### src/rtl/jtag_access_scheduler.sv
// Round-robin scheduler between the JTAG register bank and fabric logic: host writes become events,
// fabric updates land in the readback bank. Optional sticky overrun flags under JTAG_SCHED_OVERRUN_EN.
module jtag_access_scheduler #(
  parameter int REGISTER_SIZE       = 32,
  parameter int NUMBER_OF_REGISTERS = 4,
  parameter int INDEX_WIDTH         = (NUMBER_OF_REGISTERS > 1) ? $clog2(NUMBER_OF_REGISTERS) : 1
) (
  input  logic                                               iMAIN_CLK,
  input  logic                                               iRESET_N,
  input  logic [NUMBER_OF_REGISTERS-1:0][REGISTER_SIZE-1:0]  iJTAG_DATA,
  output logic [NUMBER_OF_REGISTERS-1:0][REGISTER_SIZE-1:0]  oJTAG_DATA,
  output logic                                               oEV_VALID,
  input  logic                                               iEV_READY,
  output logic [INDEX_WIDTH-1:0]                             oEV_INDEX,
  output logic [REGISTER_SIZE-1:0]                           oEV_DATA,
  input  logic                                               iUP_VALID,
  output logic                                               oUP_READY,
  input  logic [INDEX_WIDTH-1:0]                             iUP_INDEX,
  input  logic [REGISTER_SIZE-1:0]                           iUP_DATA,
  output logic [NUMBER_OF_REGISTERS-1:0]                     oOVERRUN,
  input  logic                                               iOVERRUN_CLR
);

  localparam int N  = NUMBER_OF_REGISTERS;
  localparam int RS = REGISTER_SIZE;
  localparam int AW = (N > 1) ? $clog2(N) : 1;

  typedef enum logic [1:0] {PRIME, SCAN, PRESENT} state_t;

  state_t              state, state_nxt;
  logic [N-1:0][RS-1:0] snap, prev;
  logic [N-1:0]        pending, changed, clr_mask;
  logic [AW-1:0]       ptr, ptr_nxt, sel_idx, up_addr;
  logic                sel_found, take;

  always_comb begin
    changed = '0;
    for (int i = 0; i < N; i++) begin
      changed[i] = (state != PRIME) && (snap[i] != prev[i]);
    end
  end

  // First pending index at or after ptr, wrapping at N-1 -> 0.
  always_comb begin
    int j;
    logic [AW-1:0] j_idx;
    j         = 0;
    j_idx     = '0;
    sel_found = 1'b0;
    sel_idx   = '0;
    for (int k = 0; k < N; k++) begin
      j = int'(ptr) + k;
      if (j >= N) j = j - N;
      j_idx = AW'(j);
      if (!sel_found && pending[j_idx]) begin
        sel_found = 1'b1;
        sel_idx   = j_idx;
      end
    end
  end

  assign take    = (state == SCAN) && sel_found;
  assign ptr_nxt = (int'(sel_idx) == N - 1) ? '0 : AW'(sel_idx + 1'b1);
  assign up_addr = AW'(iUP_INDEX);

  always_comb begin
    clr_mask = '0;
    if (take) clr_mask[sel_idx] = 1'b1;
  end

  always_comb begin
    state_nxt = state;
    case (state)
      PRIME:   state_nxt = SCAN;
      SCAN:    if (sel_found) state_nxt = PRESENT;
      PRESENT: if (iEV_READY) state_nxt = SCAN;
      default: state_nxt = PRIME;
    endcase
  end

  always_ff @(posedge iMAIN_CLK or negedge iRESET_N) begin
    if (!iRESET_N) state <= PRIME;
    else           state <= state_nxt;
  end

  assign oUP_READY = (state != PRIME);

  always_ff @(posedge iMAIN_CLK or negedge iRESET_N) begin
    if (!iRESET_N) begin
      snap       <= '0;
      prev       <= '0;
      pending    <= '0;
      ptr        <= '0;
      oEV_VALID  <= 1'b0;
      oEV_INDEX  <= '0;
      oEV_DATA   <= '0;
      oJTAG_DATA <= '0;
    end else begin
      snap <= iJTAG_DATA;
      // Baseline comes from the same sample snap takes, so whatever was held through reset is not an event.
      if (state == PRIME) prev <= iJTAG_DATA;
      else                prev <= snap;
      // A change detected on the cycle its index is taken keeps pending set, so it is never lost.
      pending <= (pending & ~clr_mask) | changed;
      if (take) begin
        oEV_VALID <= 1'b1;
        oEV_INDEX <= INDEX_WIDTH'(sel_idx);
        oEV_DATA  <= prev[sel_idx];
        ptr       <= ptr_nxt;
      end else if ((state == PRESENT) && iEV_READY) begin
        oEV_VALID <= 1'b0;
      end
      if (iUP_VALID && oUP_READY && (int'(iUP_INDEX) < N)) begin
        oJTAG_DATA[up_addr] <= iUP_DATA;
      end
    end
  end

`ifdef JTAG_SCHED_OVERRUN_EN
  logic [N-1:0] overrun;

  always_ff @(posedge iMAIN_CLK or negedge iRESET_N) begin
    if (!iRESET_N) overrun <= '0;
    else           overrun <= (iOVERRUN_CLR ? '0 : overrun) | (changed & pending);
  end

  assign oOVERRUN = overrun;
`else
  logic unused_overrun_clr;
  assign unused_overrun_clr = iOVERRUN_CLR;
  assign oOVERRUN           = '0;
`endif

endmodule

### config.mk
export PLATFORM = sky130hd
export DESIGN_NAME = jtag_access_scheduler
export DESIGN_NICKNAME = d
export VERILOG_FILES = /design/src/rtl/jtag_access_scheduler.sv
export SDC_FILE = /design/constraint.sdc
export NUM_CORES = 1
export LEC_CHECK = 0
export ABC_AREA = 1
export CORE_ASPECT_RATIO = 0.7
export CORE_MARGIN = 2
export CORE_UTILIZATION = 29
export CTS_BUF_LIST = sky130_fd_sc_hd__clkbuf_8
export CTS_CLUSTER_DIAMETER = 150
export DETAILED_ROUTE_END_ITERATION = 6
export GPL_TIMING_DRIVEN = 0
export SETUP_SLACK_MARGIN = 0.5
export SYNTH_ARGS = -nofsm -noshare
export SYNTH_HDL_FRONTEND = slang
export SYNTH_SLANG_ARGS = --single-unit
### constraint.sdc
create_clock -name iMAIN_CLK -period 2.7 [get_ports iMAIN_CLK]
set_input_delay 0.54 -clock iMAIN_CLK [delete_from_list [all_inputs] [get_ports iMAIN_CLK]]
set_output_delay 0.54 -clock iMAIN_CLK [all_outputs]
set_load 0.05 [all_outputs]
==> qor.yml <==
drt_first_pass_iters: 6
area_growth_pct: 35.5
synth-edff-count: 0
die_y_um: 210
synth_ff_type: "dfrtp_1"
worst_hold_slack_ps: 353
seq_area_frac_synth_pct: 60.8
async_reset_ff_share_pct: 100
maxCapViolCount: 0
drc_errors: 0
fin_ws_ps: 387
slew_viol_final: 0
place_ws_ps: -939
drt-vias-per-instance: 4.50
rows: 75
finClkSkew_ps: 37.6
die_width_um: 298
dieArea_um2: 62600
critPathKind: "flop to primary output"
max-vdd-ir-drop_mv: 0.803
ys_seq_elements: 427
period_share_pct: 85.7
finalHoldViolCount: 0
clock_latency_ps: 660
layout.cells.non_filler: 3239
numCtsBuffers: 70
rrSetupSlack_ps: 550
fin_util_pct: 39.8
wl_mm: 60.7
wl_per_cell_um: 18.7
rsz0062_at_grt: "yes"
status: "finished clean"
final_nets: 2552
setup_viol: 0
coreArea_um2: 59900
tightest_slew_ps: 816
syn_avg_cell_area_um2: 8.98
clockBufferDepth: 3
tritoncts: "done"
synth_warnings: 0
antenna_found_initial: 6
hpwl_mm: 46.0
synth_area_um2: 17600
gr-usage-all-layers_pct: 19.3
drive_gt1_share_pct: 11.9
grt_pass1_vias: 14802
powerDensity_nw_per_um2: 1410
ioPinCount: 335
initial_core_util_pct: 29.3
finalSetupTns_ps: 0
hold_path_class: "input port to flop"
post-route-min-period_ps: 2310
worstPathMaxFanout: 5
cts.sinks: 427
htreeDepth: 3
arrival_ps: 1770
place.gp.congestion: 0.914
end_kind: "primary output"
vias: 14570
portBuffers: 329
grt_max_degree: 116
grt_first_pass_wirelength_mm: 91.1
achievable-frequency_mhz: 432
slew_headroom_pct: 45.6
root_buffer: "clkbuf_8"
power_leakage_nw: 12.0
worstPathRequired_ps: 2160
cp-start-kind: "flop"
grt-ovfl-total: 0
yosysUniqueCellTypes: 29
dpl.cell_count: 3099
drt-initial-drc-count: 995
cts.clk_slew.worst_paths_ps: 70
syn_inst: 1956
ant_nets: 0
## per-stage QoR
| step | power [mW] | area, um2 |
|---|---|---|
| floorplan | 20.7 | 17600 |
| global placement | 27.3 | 21900 |
| detailed placement | 27.5 | 22000 |
| CTS | 32.8 | 23300 |
| global route | 35.7 | 23800 |
| finish | 33.7 | 23800 |
## report_power, final
group / switching [mW] / internal, mW
clock network: 2.66 / 3.18
logic: 12.4 / 5.19
registers: 1.53 / 8.67
## kinds of logic (layout without fill, tap and decap cells)
group	Yosys count	in the layout	share of synthesized area, %
buf+inv	297	767	6.74
flops	427	427	60.8
simple gates	957	957	22.3
xor+xnor	91	91	4.54
compound gates	181	181	5.41
other cells	1	6	0.0213
fa+ha+maj	2	2	0.142
## metal layers
layer / up-vias / part of all wire [%] / track usage [%]
met3: 94 / 8.3 / 6.23
met4: 4 / 2.4 / 5.75
met5: - / 0.044 / 0
met2: 480 / 45 / 29.8
met1: 7046 / 44 / 25.9
li1: 6946 / - / -
## sequential cells by signal, summed over array words and instances (netlist names)
register and count:
prev 128, oEV_INDEX 2, oEV_DATA 32, state 2, oEV_VALID 1, snap 128, ptr 2, pending 4
oJTAG_DATA 128
## repair_timing
action,CTS,global route
gates cloned,1,2
endpoints found under the setup margin,445,328
endpoints found under the hold margin,99,0
buffers inserted,3,13
resized for setup,245,149
hold buffers,1,0
pin swaps,4,24
## synthesized netlist by cell type (all sizes together) (7+ instances only)
library cell | number | share of area (%)
buf | 28 | 0.99
clkbuf | 61 | 1.3
dfrtp | 427 | 61
inv | 208 | 4.4
nand2 | 755 | 16
nand3 | 139 | 4.1
nand4 | 33 | 1.2
nor2 | 19 | 0.42
o2111ai | 7 | 0.35
o21ai | 167 | 4.8
xnor2 | 91 | 4.5
## final timing paths
check / start / end / depth (start not counted)
setup / recovery: state[1] / oUP_READY / 4
hold / removal: iJTAG_DATA[9] / snap[9] / 1
setup reg to reg: ptr[0] / oEV_DATA[12] / 16
hold reg to reg: snap[116] / prev[116] / 2
max in group asynchronous: iRESET_N / oJTAG_DATA[115] / 4
min in group asynchronous: iRESET_N / snap[109] / 2
## cell usage in the layout, fill, tap and decap left out, types with 29 or more instances in the layout
cell type | synthesis | routed
nand2_1 | 749 | 720
dfrtp_1 | 427 | 424
inv_1 | 205 | 221
o21ai_0 | 165 | 165
clkdlybuf4s50_1 | 0 | 164
dlygate4sd2_1 | 0 | 122
nand3_1 | 135 | 108
xnor2_1 | 91 | 91
clkbuf_8 | 0 | 87
clkbuf_2 | 0 | 47
nand4_1 | 33 | 33
nand3_2 | 4 | 29
## critical path, cell delays in order, from the launching register on
cell and delay (ps):
dfrtp_2 440, nor2_4 240, clkinv_4 140, buf_8 150, buf_8 140
## cell type report
cell class / instances / area, um2
clock buffer: 87 / 1200
timing repair inverter: 1 / 7.51
clock inverter: 31 / 218
tap: 808 / 1010
sequential: 427 / 10700
inverter: 208 / 786
multi-input combinational: 1235 / 5970
buffer: 89 / 523
timing repair buffer: 351 / 3390
fill: 6159 / 36100
antenna: 2 / 5.00
(Power assumes the default switching activity.)
